===== src/rtl/uart_pkg.sv =====
// uart_pkg: definitions shared by the UART transmitter and the future receiver.
//   - parity_type encodings (PAR_*), stop-bit encodings (STOP_*)
//   - tx_state_t: transmit FSM state encoding
//   - parity helpers used when a frame is loaded
package uart_pkg;

  localparam logic [1:0] PAR_NONE     = 2'b00;
  localparam logic [1:0] PAR_ODD      = 2'b01;
  localparam logic [1:0] PAR_EVEN     = 2'b10;
  localparam logic [1:0] PAR_NONE_ALT = 2'b11;

  localparam logic STOP_ONE = 1'b0;
  localparam logic STOP_TWO = 1'b1;

  typedef enum logic [2:0] {
    TX_IDLE   = 3'd0,
    TX_START  = 3'd1,
    TX_DATA   = 3'd2,
    TX_PARITY = 3'd3,
    TX_STOP   = 3'd4
  } tx_state_t;

  // True when the frame carries a parity bit (00 and 11 both mean none).
  function automatic logic parity_enabled(input logic [1:0] ptype);
    return (ptype == PAR_ODD) || (ptype == PAR_EVEN);
  endfunction

  // data_xor is the XOR of all data bits; odd parity inverts it.
  function automatic logic parity_bit(input logic [1:0] ptype, input logic data_xor);
    return (ptype == PAR_ODD) ? ~data_xor : data_xor;
  endfunction

endpackage


===== src/rtl/uart_tx_param_if.sv =====
// uart_tx_param_if: producer-side word handshake of the UART transmitter.
//   din       : word to transmit
//   din_valid : producer has a word on din
//   din_ready : transmitter FIFO has room
// Handshake: a word transfers on a rising edge where din_valid && din_ready.
// din_ready depends only on registered FIFO state, never on din_valid.
// While din_valid is low, din is don't-care.
interface uart_tx_param_if #(
  parameter int DATA_BITS = 8
);
  logic [DATA_BITS-1:0] din;
  logic                 din_valid;
  logic                 din_ready;

  modport master (output din, output din_valid, input din_ready);
  modport slave  (input din, input din_valid, output din_ready);
endinterface


===== src/rtl/uart_tx_fifo.sv =====
// uart_tx_fifo: synchronous FIFO holding words waiting for transmission.
//   clk, reset : clock, synchronous active-low reset (empties the FIFO)
//   push, din  : write request and data; ignored while full
//   pop        : remove head; ignored while empty
//   head       : current head word (valid when count != 0)
//   count      : number of words held
//   ready      : count < FIFO_DEPTH
module uart_tx_fifo #(
  parameter int DATA_BITS  = 8,
  parameter int FIFO_DEPTH = 4
) (
  input  logic                          clk,
  input  logic                          reset,
  input  logic                          push,
  input  logic [DATA_BITS-1:0]          din,
  input  logic                          pop,
  output logic [DATA_BITS-1:0]          head,
  output logic [$clog2(FIFO_DEPTH):0]   count,
  output logic                          ready
);
  localparam int AW = $clog2(FIFO_DEPTH);
  localparam int CW = AW + 1;

  logic [DATA_BITS-1:0] mem [FIFO_DEPTH];
  logic [AW-1:0]        wr_ptr;
  logic [AW-1:0]        rd_ptr;
  logic                 wr;
  logic                 rd;

  assign ready = (count < CW'(FIFO_DEPTH));
  assign wr    = push && ready;
  assign rd    = pop && (count != '0);
  assign head  = mem[rd_ptr];

  // Storage is not reset; emptiness is tracked by count and pointers alone.
  always_ff @(posedge clk) begin
    if (wr) mem[wr_ptr] <= din;
  end

  // Pointers are exactly AW bits wide, so they wrap modulo FIFO_DEPTH.
  always_ff @(posedge clk) begin
    if (!reset) begin
      wr_ptr <= '0;
      rd_ptr <= '0;
      count  <= '0;
    end else begin
      if (wr) wr_ptr <= wr_ptr + AW'(1);
      if (rd) rd_ptr <= rd_ptr + AW'(1);
      case ({wr, rd})
        2'b10:   count <= count + CW'(1);
        2'b01:   count <= count - CW'(1);
        default: count <= count;
      endcase
    end
  end
endmodule


===== src/rtl/uart_tx_param.sv =====
// uart_tx_param: parametrised UART transmitter with an input FIFO.
//   clk, reset  : clock, synchronous active-low reset
//   enable      : allows new frames to start (a running frame always completes)
//   baud_div    : clocks per bit, values below 2 act as 2; latched at frame start
//   parity_type : 00/11 none, 01 odd, 10 even; latched at frame start
//   stop_bits   : 0 one stop bit, 1 two stop bits; latched at frame start
//   tx_if       : din/din_valid/din_ready word handshake (slave side)
//   fifo_count  : words waiting in the FIFO
//   sending     : high while a frame is on the line
//   out         : serial output, idles high, driven from a flop
//   state_dbg   : current FSM state (tx_state_t encoding)
module uart_tx_param
  import uart_pkg::*;
#(
  parameter int DATA_BITS  = 8,
  parameter int FIFO_DEPTH = 4,
  parameter int DIV_WIDTH  = 16
) (
  input  logic                         clk,
  input  logic                         reset,
  input  logic                         enable,
  input  logic [DIV_WIDTH-1:0]         baud_div,
  input  logic [1:0]                   parity_type,
  input  logic                         stop_bits,
  uart_tx_param_if.slave               tx_if,
  output logic [$clog2(FIFO_DEPTH):0]  fifo_count,
  output logic                         sending,
  output logic                         out,
  output logic [2:0]                   state_dbg
);
  localparam logic [2:0] ST_IDLE   = TX_IDLE;
  localparam logic [2:0] ST_START  = TX_START;
  localparam logic [2:0] ST_DATA   = TX_DATA;
  localparam logic [2:0] ST_PARITY = TX_PARITY;
  localparam logic [2:0] ST_STOP   = TX_STOP;

  logic [2:0]           state;
  logic [DATA_BITS-1:0] head;
  logic [DATA_BITS-1:0] shreg;
  logic                 din_ready;
  logic                 pop;
  logic [DIV_WIDTH-1:0] per_in;
  logic [DIV_WIDTH-1:0] per_q;
  logic [DIV_WIDTH-1:0] baud_cnt;
  logic [1:0]           par_q;
  logic                 stop_q;
  logic                 par_val;
  logic [3:0]           bit_cnt;
  logic                 tick;
  logic                 have_word;
  logic                 last_stop;

  uart_tx_fifo #(
    .DATA_BITS  (DATA_BITS),
    .FIFO_DEPTH (FIFO_DEPTH)
  ) u_fifo (
    .clk   (clk),
    .reset (reset),
    .push  (tx_if.din_valid),
    .din   (tx_if.din),
    .pop   (pop),
    .head  (head),
    .count (fifo_count),
    .ready (din_ready)
  );

  assign tx_if.din_ready = din_ready;
  assign state_dbg       = state;

  assign per_in    = (baud_div < DIV_WIDTH'(2)) ? DIV_WIDTH'(2) : baud_div;
  assign tick      = (baud_cnt == '0);
  assign have_word = enable && (fifo_count != '0);
  assign last_stop = (bit_cnt == {3'b000, stop_q});

  // A frame starts from IDLE, or straight out of the final stop bit so that
  // back-to-back frames have no idle gap.
  assign pop = have_word &&
               ((state == ST_IDLE) || ((state == ST_STOP) && tick && last_stop));

  // baud_cnt is loaded with period-1 at each bit boundary and the boundary
  // fires when it reaches zero, giving exactly per_q clocks per bit.
  always_ff @(posedge clk) begin
    if (!reset) begin
      state    <= ST_IDLE;
      out      <= 1'b1;
      sending  <= 1'b0;
      baud_cnt <= '0;
      bit_cnt  <= '0;
      shreg    <= '0;
      per_q    <= DIV_WIDTH'(2);
      par_q    <= PAR_NONE;
      stop_q   <= STOP_ONE;
      par_val  <= 1'b0;
    end else if (pop) begin
      state    <= ST_START;
      out      <= 1'b0;
      sending  <= 1'b1;
      baud_cnt <= per_in - DIV_WIDTH'(1);
      bit_cnt  <= '0;
      shreg    <= head;
      per_q    <= per_in;
      par_q    <= parity_type;
      stop_q   <= stop_bits;
      par_val  <= parity_bit(parity_type, ^head);
    end else if (state != ST_IDLE) begin
      if (!tick) begin
        baud_cnt <= baud_cnt - DIV_WIDTH'(1);
      end else begin
        baud_cnt <= per_q - DIV_WIDTH'(1);
        case (state)
          ST_START: begin
            state   <= ST_DATA;
            out     <= shreg[0];
            shreg   <= shreg >> 1;
            bit_cnt <= '0;
          end
          ST_DATA: begin
            if (bit_cnt == 4'(DATA_BITS - 1)) begin
              bit_cnt <= '0;
              if (parity_enabled(par_q)) begin
                state <= ST_PARITY;
                out   <= par_val;
              end else begin
                state <= ST_STOP;
                out   <= 1'b1;
              end
            end else begin
              bit_cnt <= bit_cnt + 4'd1;
              out     <= shreg[0];
              shreg   <= shreg >> 1;
            end
          end
          ST_PARITY: begin
            state   <= ST_STOP;
            out     <= 1'b1;
            bit_cnt <= '0;
          end
          ST_STOP: begin
            if (last_stop) begin
              state   <= ST_IDLE;
              out     <= 1'b1;
              sending <= 1'b0;
              bit_cnt <= '0;
            end else begin
              bit_cnt <= bit_cnt + 4'd1;
            end
          end
          default: begin
            state   <= ST_IDLE;
            out     <= 1'b1;
            sending <= 1'b0;
          end
        endcase
      end
    end
  end
endmodule

===== src/flat_wrapper.sv =====
// flat-port wrapper written by rule: the top's interface ports become plain ports
module uart_tx_param_flat import uart_pkg::*;
#(
  parameter int DATA_BITS  = 8,
  parameter int FIFO_DEPTH = 4,
  parameter int DIV_WIDTH  = 16
)
  (clk, reset, enable, baud_div, parity_type, stop_bits, fifo_count, sending, out, state_dbg, tx_if_din, tx_if_din_valid, tx_if_din_ready);
  uart_tx_param_if #(.DATA_BITS(DATA_BITS)) tx_if_i ();
  input  logic clk;
  input  logic reset;
  input  logic enable;
  input  logic [DIV_WIDTH-1:0] baud_div;
  input  logic [1:0] parity_type;
  input  logic stop_bits;
  output logic [$clog2(FIFO_DEPTH):0] fifo_count;
  output logic sending;
  output logic out;
  output logic [2:0] state_dbg;
  input wire logic [$bits(tx_if_i.din)-1:0] tx_if_din;
  input wire logic [$bits(tx_if_i.din_valid)-1:0] tx_if_din_valid;
  output wire logic [$bits(tx_if_i.din_ready)-1:0] tx_if_din_ready;
  assign tx_if_i.din = tx_if_din;
  assign tx_if_i.din_valid = tx_if_din_valid;
  assign tx_if_din_ready = tx_if_i.din_ready;
  uart_tx_param #(.DATA_BITS(DATA_BITS), .FIFO_DEPTH(FIFO_DEPTH), .DIV_WIDTH(DIV_WIDTH)) u_core (.clk(clk), .reset(reset), .enable(enable), .baud_div(baud_div), .parity_type(parity_type), .stop_bits(stop_bits), .tx_if(tx_if_i), .fifo_count(fifo_count), .sending(sending), .out(out), .state_dbg(state_dbg));
endmodule

===== config.mk =====
export PLATFORM = sky130hd
export DESIGN_NAME = uart_tx_param_flat
export DESIGN_NICKNAME = d
export VERILOG_FILES = /design/src/rtl/uart_pkg.sv /design/src/rtl/uart_tx_param_if.sv /design/src/rtl/uart_tx_fifo.sv /design/src/rtl/uart_tx_param.sv /design/src/flat_wrapper.sv
export SDC_FILE = /design/constraint.sdc
export NUM_CORES = 1
export LEC_CHECK = 0
export ABC_AREA = 1
export CAP_MARGIN = 20
export CORE_MARGIN = 10
export CORE_UTILIZATION = 62
export CTS_CLUSTER_DIAMETER = 120
export CTS_CLUSTER_SIZE = 10
export DETAILED_ROUTE_END_ITERATION = 7
export PLACE_DENSITY = 0.84
export SKIP_CTS_REPAIR_TIMING = 1
export SLEW_MARGIN = 20
export SYNTH_ARGS = -nofsm -noshare
export SYNTH_HDL_FRONTEND = slang
export SYNTH_HIERARCHICAL = 1
export SYNTH_SLANG_ARGS = --single-unit

===== constraint.sdc =====
create_clock -name clk -period 4.9 [get_ports clk]
set_input_delay 0.98 -clock clk [delete_from_list [all_inputs] [get_ports clk]]
set_output_delay 0.98 -clock clk [all_outputs]
set_load 0.05 [all_outputs]

==> metrics.txt, run 1 <==
Yosys Warn Count 6; synthesized area per cell about 7.7 sq um; clk root buf clkbuf_8; Endpoint, Worst Hold u_core/per_q[3]; WL final 10800 um; Rel. slew slack 46.9%; boundary pin count 40; post-route cell area 0.00542 sq mm; outcome complete, no violations; CTS Buf Count 9; Num Clock Sinks 94; share of layout cells above drive strength 1 7.41%; R2R cell count 19; width of the die 108 um; Mapped Area approximately 0.0048 sq mm; crit-path max FO 18; largest net degree at the start of global routing 38; Final Max Slew Viols 0; Synth area leader dfxtp_1; Initial DRC Count 211; vias per inst ~5.5; core region area around 0.0074 sq mm; DR pass1 iterations 5; RSZ-0062 raised after global routing false; worst slack, placed 1.31 ns; nets@finish 695; worst endpoint required time about 5.2 ns; Seq/Total Area, Yosys 46.0%; Setup crit start kind primary input; initial antenna violation count 0; number of distinct library cells after synthesis 37; share of the synthesized area in the top cell type 26.0%; ANT nets after route 0; Post-synth ARST share 0%; number of global-route vias before repair 4000; Commonest cells post-synth 124 x nand2_1, 88 x inv_1, 70 x nor2_1, 62 x dfxtp_1, 51 x o21ai_0; area grow syn2layout 13.4%; Syn Nets 659; WS Path Type in2reg; fin crit period 3.30 ns; Die H ~110 um; Synth area leaders dfxtp_1 26%, edfxtp_1 20%, nand2_1 9.7%, inv_1 6.9%, nor2_1 5.5%; P_leak 2.30 nW; setup_tns 0 ns; worst min-delay path category reg2reg; Initial Util 64.9%; Setup violations, final 0; top-count cell post-synth nand2_1; fin crit share 67.4%; worst hold start u_core/per_q[3]; FMAX about 0.30 GHz; clock skew 0.0163 ns; Post-DP HPWL 7700 um; clock slew at reported path FFs roughly 0.09 ns; worst setup margin 1.60 ns; Port-buffer cells 39; Post-Synthesis Cells between 600 and 700; vias post-DR approximately 4.2k; PD cells 588 mW/mm^2; VDD IR max slightly below 0.3 mV; GPL Wtd Cong 0.892; endpoint type of the worst setup path flip-flop; Max clock buf depth 2; DRC violations left 0; ys flop type dfxtp_1; Hold Crit Depth 2; first-pass GRT wire length 18000 um; CTS HTree Levels 3; die area 0.0116 sq mm; routed length per instance 14.2 um; reg2reg setup slack 1.66 ns; Remaining Overflow, GRT 0; worst path arrival time 3.57 ns; standard-cell rows 31; GRT Util Overall 18.8%; total power 0.00319 W; Clk Latency, worst-skew pair 0.36 ns; Max-cap violations 0; Seq cells post-synth 94; placed cell area around 0.0052 sq mm; RR Endpoint u_core/baud_cnt[10]; Worst-Margin Slew between 0.7 and 0.8 ns; Reg-to-Reg Start u_core/baud_cnt[3]; ANT cells 0; number of synthesized flops with an enable pin 32; TritonCTS clock tree yes; Final Hold Fails 0
-- where the power goes --
part           switching, W  total [W]  internal [W]
registers          0.000102    0.00107      0.000971
clock network      0.000267   0.000521      0.000254
logic               0.00107    0.00160      0.000529
total               0.00143    0.00319       0.00176
-- worst max path at each step --
stage | to | from | slack [ns]
after CTS | u_core/baud_cnt[10] | enable | 1.64
after global placement | u_core/baud_cnt[10] | enable | 1.39
final | u_core/baud_cnt[10] | enable | 1.60
after detailed placement | u_core/baud_cnt[10] | enable | 1.31
after floorplan | u_core/u_fifo/count[2] | enable | 2.02
after global routing | u_core/baud_cnt[10] | u_core/baud_cnt[0] | 1.31
-- cells in the final DEF (no fill, tap or decap), types with 6 or more instances in the layout --
cell             instances
inv_1                   88
nor2_2                  11
a21oi_1                 24
o21ai_0                 51
nand2_2                 11
clkbuf_8                10
ha_1                     7
dfxtp_1                 62
nand2_1                124
a31oi_1                 11
nor2_1                  70
nand3_1                 38
clkdlybuf4s50_1         39
xnor2_1                  6
o21bai_1                15
edfxtp_1                32
o22ai_1                 19
-- per-stage QoR --
step,util [%],instances,hold WS [ns]
floorplan,-,620,0.429
CTS,73.6,760,0.473
detailed placement,70.9,744,0.451
finish,73.6,760,0.469
global placement,70.9,744,0.443
global route,73.6,760,0.497
-- sequential cells by signal, indices dropped and copies added (netlist names), 2 cells and up, named ones only --
signal and flops:
u_core/baud_cnt 16, u_core/bit_cnt 4, u_core/par_q 2, u_core/per_q 16, u_core/shreg 8, u_core/state_dbg 3, u_core/u_fifo/count 3, u_core/u_fifo/mem 32
u_core/u_fifo/rd_ptr 2, u_core/u_fifo/wr_ptr 2
-- kinds of logic (layout without fill, tap and decap cells) --
family | after synthesis | count (layout) | synth area share (%)
DFF | 94 | 94 | 46.0
and+or+nand+nor | 265 | 265 | 23.7
AOI/OAI and AO/OA | 133 | 133 | 16.6
adders and majority gates | 8 | 8 | 2.25
xor gates and xnor gates | 11 | 11 | 2.01
buffers and inverters | 109 | 150 | 9.39
-- final cells by class --
cell class / instances / area [sq um]
sequential: 94 / 2200
multi-input combinational: 417 / 2130
fill: 587 / 1950
timing repair buffer: 44 / 428
inverter: 90 / 338
clock buffer: 12 / 145
tap: 99 / 124
clock inverter: 4 / 56.3
-- metal layers --
| layer | track usage [%] | wire length [um] | vias to the layer above |
|---|---|---|---|
| li1 | - | - | 2098 |
| met3 | 3.89 | 583 | 14 |
| met5 | 0 | 0 | - |
| met4 | 7.25 | 149 | 0 |
| met1 | 21.8 | 4710 | 1945 |
| met2 | 33.0 | 5340 | 106 |
-- critical path: stages --
cell and delay (ns):
clkdlybuf4s50_1 0.45, o31a_1 0.12, buf_4 0.21, nand2_2 0.08, inv_1 0.41, nand2_1 0.09, nand2_1 0.13, ha_1 0.18
inv_1 0.07, nor2_2 0.17, nand2_1 0.17, nor2_1 0.19, nand2_1 0.07, nand2_1 0.06, nand3_1 0.07, nand2_1 0.07
inv_1 0.03
Note: power is estimated with default switching activity, not from simulation.
==> run 2: changes to the inputs <==
--- a/config.mk
+++ b/config.mk
@@ -8,11 +8,11 @@
 export ABC_AREA = 1
 export CAP_MARGIN = 20
 export CORE_MARGIN = 10
-export CORE_UTILIZATION = 62
+export CORE_UTILIZATION = 52
 export CTS_CLUSTER_DIAMETER = 120
 export CTS_CLUSTER_SIZE = 10
 export DETAILED_ROUTE_END_ITERATION = 7
-export PLACE_DENSITY = 0.84
+export PLACE_DENSITY = 0.76
 export SKIP_CTS_REPAIR_TIMING = 1
 export SLEW_MARGIN = 20
 export SYNTH_ARGS = -nofsm -noshare
==> constraint.sdc (replaced) <==
create_clock -name clk -period 2.75 [get_ports clk]
set_input_delay 0.55 -clock clk [delete_from_list [all_inputs] [get_ports clk]]
set_output_delay 0.55 -clock clk [all_outputs]
set_load 0.05 [all_outputs]
==> run 2 against run 1 <==
Die area increased by 16%. Routed wire length increased by 1.8%. Sequential share of layout area decreased by 0.96 points. Clock power increased by 69%. Register-to-register slack got worse by 1.5 ns. Via count increased by 0.79%. Critical path type is now reg2reg.
==> metrics.txt, run 2 (synthesis results as in run 1) <==
initial antenna violation count 0; GPL Wtd Cong 0.867; Clk Latency, worst-skew pair between 0.3 and 0.4 ns; RR Endpoint u_core/baud_cnt[8]; critical path's largest stage delay 0.35 ns; Initial Util 54.0%; outcome complete, no violations; routed length per instance 14.0 um; Final Max Slew Viols 0; ANT nets after route 0; CP Buf/Inv Count 3; met2 Track Usage GR a little over a quarter; reg2reg setup slack between 0.2 and 0.25 ns; area grow syn2layout 16.2%; first-pass GRT wire length ~18000 um; fin crit share 92.4%; Max-cap violations 0; CTS HTree Levels 3; Worst-Margin Slew about 0.54 ns; FMAX 0.394 GHz; Final Hold Fails 0; GRT Util Overall 16.8%; Port-buffer cells 39; commonest non-fill, non-tap cell in the layout nand2_1; width of the die 116 um; die area 0.0134 sq mm; crit-path max FO 8; Top reg by flops u_core/u_fifo/mem; share of layout cells above drive strength 1 10.7%; PD cells roughly 1000 mW/mm^2; worst path arrival time approximately 2.8 ns; core region area ~0.009 sq mm; P_leak about 2.4 nW; DR pass1 iterations 5; WS Path Type reg2reg; clock skew 0.0125 ns; Max clock buf depth 2; Setup crit start kind flip-flop; Remaining Overflow, GRT 0; Endpoint, Worst Hold u_core/shreg[7]; endpoint type of the worst setup path flip-flop; most frequent cells in the layout 123 x nand2_1, 87 x inv_1, 66 x nor2_1; Hold Crit Depth 2; Setup violations, final 0; nets@finish 710; clock slew at reported path FFs roughly 0.10 ns; number of cells on the critical path 17; Largest register FFs 32; fin crit period 2.54 ns; worst endpoint required time roughly 3.0 ns; worst slack, placed 0.0796 ns; standard-cell rows 34; Num Clock Sinks 94; Initial DRC Count 283; GR Util met3 under 10%; Rel. slew slack between 60% and 70%; Post-DP HPWL 7960 um; Die H around 120 um; busiest grt layer met2; largest net degree at the start of global routing 37; Crit path max-delay family simple AND/OR/NAND/NOR gates; VDD IR max 0.401 mV; clk root buf clkbuf_8; worst setup margin 0.209 ns; number of global-route vias before repair slightly above 4k; critical-path cell list nor2_1 > nand2_1 > nor2_2 > nand2_2 > o21bai_4 > nand2_4 > inv_2 > nand2_1 > nand2_1 > ha_1 > inv_1 > nor2_2 > nand2_1 > o21ai_0 > nand2_1 > o21bai_1 > inv_1; DRC violations left 0; worst hold start u_core/shreg[7]; setup_tns 0 ns; CTS Buf Count 9; TritonCTS clock tree yes; Reg-to-Reg Start u_core/baud_cnt[11]; Critical-path top delay cell dfxtp_1; vias post-DR around 4.2k; worst min-delay path category reg2reg; Largest regs u_core/u_fifo/mem (32), u_core/baud_cnt (16), u_core/per_q (16); met1 Usage GRT 20.9%; R2R cell count 17; WL final 11000 um; boundary pin count 40; most frequent CP cell nand2_1; ANT cells 0; vias per inst 5.35
-- run 2: cell count changes in the layout (fill, tap and decap cells not counted), moves of 2 or more --
| cell | change |
|---|---|
| inv_6 | +2 |
| buf_4 | +15 |
| nor2_2 | +3 |
| inv_8 | +2 |
| nor2_1 | -4 |
| clkbuf_1 | -2 |
-- run 2: area by class of cell --
| cell class | instances | area [sq um] |
|---|---|---|
| Clock buffer | 9 | 124 |
| Clock inverter | 7 | 62.6 |
| Fill cell | 814 | 3290 |
| Inverter | 90 | 338 |
| Multi-Input combinational cell | 417 | 2150 |
| Sequential cell | 94 | 2200 |
| Tap cell | 108 | 135 |
| Timing Repair Buffer | 59 | 541 |
-- run 2: power by group --
group	switching, W	total, W	leakage [nW]	internal [W]
logic	0.00196	0.00301	1.47	0.00105
clock network	0.000528	0.000880	0.0984	0.000351
registers	0.000161	0.00189	0.801	0.00173
-- run 2: worst max path at each step --
| stage | to | start |
|---|---|---|
| 4_1_cts | u_core/baud_cnt[14] | u_core/baud_cnt[12] |
| 3_3_place_gp | u_core/baud_cnt[14] | enable |
| 6_report | u_core/baud_cnt[8] | u_core/baud_cnt[11] |
| 2_1_floorplan | u_core/u_fifo/count[2] | u_core/state_dbg[0] |
| 3_5_place_dp | u_core/u_fifo/count[2] | enable |
| 5_1_grt | u_core/baud_cnt[10] | u_core/baud_cnt[5] |
-- run 2: routing by layer --
| layer | routed length, um | vias to the layer above |
|---|---|---|
| li1 | - | 2126 |
| met1 | 4990 | 1933 |
| met2 | 5120 | 120 |
| met3 | 725 | 17 |
| met4 | 142 | 0 |
| met5 | 0 | - |
-- run 2: per-stage QoR --
step           instance area [sq um]  util [%]  hold WS, ns  instances  total power, W
2_1_floorplan                   4780         -        0.429        620         0.00412
3_3_place_gp                    5330      60.3        0.451        766         0.00476
3_5_place_dp                    5330      60.3        0.449        766         0.00483
4_1_cts                         5520      62.4        0.471        782         0.00572
5_1_grt                         5560      62.8        0.492        784         0.00629
6_report                        5560      62.8        0.468        784         0.00578
-- run 2: worst min-delay path: cells and delay by family (launching register included) --
kind	cells	cell delay (ns)
flops	1	0.32
simple gates	1	0.06
compound gates	1	0.05
==> run 3: changes to the inputs <==
--- a/config.mk
+++ b/config.mk
@@ -7,7 +7,7 @@
 export LEC_CHECK = 0
 export ABC_AREA = 1
 export CAP_MARGIN = 20
-export CORE_MARGIN = 10
+export CORE_MARGIN = 2
 export CORE_UTILIZATION = 52
 export CTS_CLUSTER_DIAMETER = 120
 export CTS_CLUSTER_SIZE = 10
==> run 3 against run 2 <==
Total power fell by 2.1%. Combinational power fell by 2%. Final cell count fell by 0.38%. Clock skew rose by 0.0039 ns. Critical path depth rose by 3. Critical path type unchanged. Largest power group unchanged.
==> metrics.txt, run 3 (synthesis results as in run 1) <==
RSZ-0062 raised after global routing false; worst setup path start u_core/baud_cnt[11]; Setup violations, final 0; P_leak around 2.3 nW; vias per inst 5.42; Port-buffer cells 39; WS Path Type reg2reg; Final Util between 60% and 70%; fin crit period 2.52 ns; TritonCTS clock tree yes; Num Clock Sinks 94; largest net degree at the start of global routing 37; VDD IR max about 0.38 mV; DRC violations left 0; Largest register FFs 32; setup_tns 0 ns; Remaining Overflow, GRT 0; Final Max Slew Viols 0; worst min-delay path category reg2reg; Top reg by flops u_core/u_fifo/mem; width of the die 99.9 um; Initial DRC Count 266; Setup crit start kind flip-flop; Post-DP HPWL 7710 um; Largest regs u_core/u_fifo/mem (32), u_core/baud_cnt (16), u_core/per_q (16); core region area 0.00881 sq mm; worst endpoint required time 3.01 ns; total power 0.00566 W; GRT Util Overall about 22%; nets@finish between 700 and 800; Max clock buf depth 2; outcome complete, no violations; clock slew at reported path FFs 0.09 ns; crit-path max FO 19; commonest non-fill, non-tap cell in the layout nand2_1; ANT nets after route 0; Clk Latency, worst-skew pair 0.37 ns; reg2reg setup slack about 0.23 ns; Die H ~100 um; PD cells 1030 mW/mm^2; area grow syn2layout 15.1%; Reg-to-Reg Start u_core/baud_cnt[11]; die area ~0.01 sq mm; Rel. slew slack 62.2%; first-pass GRT wire length 17600 um; clk root buf clkbuf_8; number of global-route vias before repair 3986; ANT cells 0; clock skew 0.0164 ns; most frequent cells in the layout 124 x nand2_1, 88 x inv_1, 69 x nor2_1; initial antenna violation count 0; endpoint type of the worst setup path flip-flop; worst path arrival time 2.78 ns; worst hold start u_core/per_q[1]; standard-cell rows 34; Worst-Margin Slew 0.561 ns; boundary pin count 40; CTS Buf Count 9; GPL Wtd Cong 0.948; vias post-DR roughly 4.2k; FMAX 0.397 GHz; fin crit share 91.5%; DR pass1 iterations 6; Final Hold Fails 0; Max-cap violations 0; routed length per instance approximately 14 um; WL final 10600 um; share of layout cells above drive strength 1 a little under a tenth; Initial Util 54.3%; CTS HTree Levels 3
-- run 3: changes by cell type in the layout (fill, tap and decap cells not counted), moves of 2 or more --
cell,before,now
buf_4,20,16
nor2_1,66,69
inv_6,3,1
inv_8,2,0
nor2_2,14,12
-- run 3: final cells by class --
cell class,count,area (sq um)
clock buffer,10,128
clock inverter,6,38.8
fill,785,3300
inverter,90,338
multi-input combinational,417,2130
sequential,94,2200
tap,108,135
timing repair buffer,56,531
-- run 3: final timing paths --
check                   endpoint  cells after the start
min reg2reg      u_core/per_q[1]                      2
max          u_core/baud_cnt[10]                     20
min              u_core/per_q[1]                      2
max reg2reg  u_core/baud_cnt[10]                     20
-- run 3: critical path, stage by stage, from the launching register on --
cell and delay, ns:
dfxtp_1 0.34, nor2_1 0.10, nand2_1 0.09, nor2_1 0.16, nand2_2 0.10, o21bai_4 0.18, nand2_2 0.14, buf_12 0.18
nand2_1 0.06, nand2_1 0.06, inv_1 0.06, ha_1 0.13, inv_1 0.05, nor2_2 0.15, nand2_1 0.15, nor2_1 0.17
nand2_1 0.07, nand2_1 0.05, nand3_1 0.07, nand2_1 0.07, inv_1 0.03
-- run 3: metrics by stage --
step	hold WS [ns]	instances	instance area, sq um	worst slack, ns
after floorplan	0.429	620	4780	0.0286
after global placement	0.444	765	5340	0.139
after detailed placement	0.448	765	5340	0.0620
after CTS	0.467	781	5500	0.266
after global routing	0.487	781	5510	0.0189
final	0.469	781	5510	0.234
-- run 3: report_power, final --
part	switching (W)	leakage (nW)	internal (W)	total, W
Combinational	0.00191	1.46	0.00103	0.00294
Clock	0.000489	0.0878	0.000328	0.000817
Sequential	0.000171	0.801	0.00173	0.00190
-- run 3: layer usage --
metal / up-vias / track usage, % / part of all wire, %
met2: 128 / 37.6 / 47
li1: 2119 / - / -
met3: 31 / 3.69 / 5.8
met5: - / 0 / 0
met1: 1952 / 27.9 / 45
met4: 0 / 9.91 / 3.0
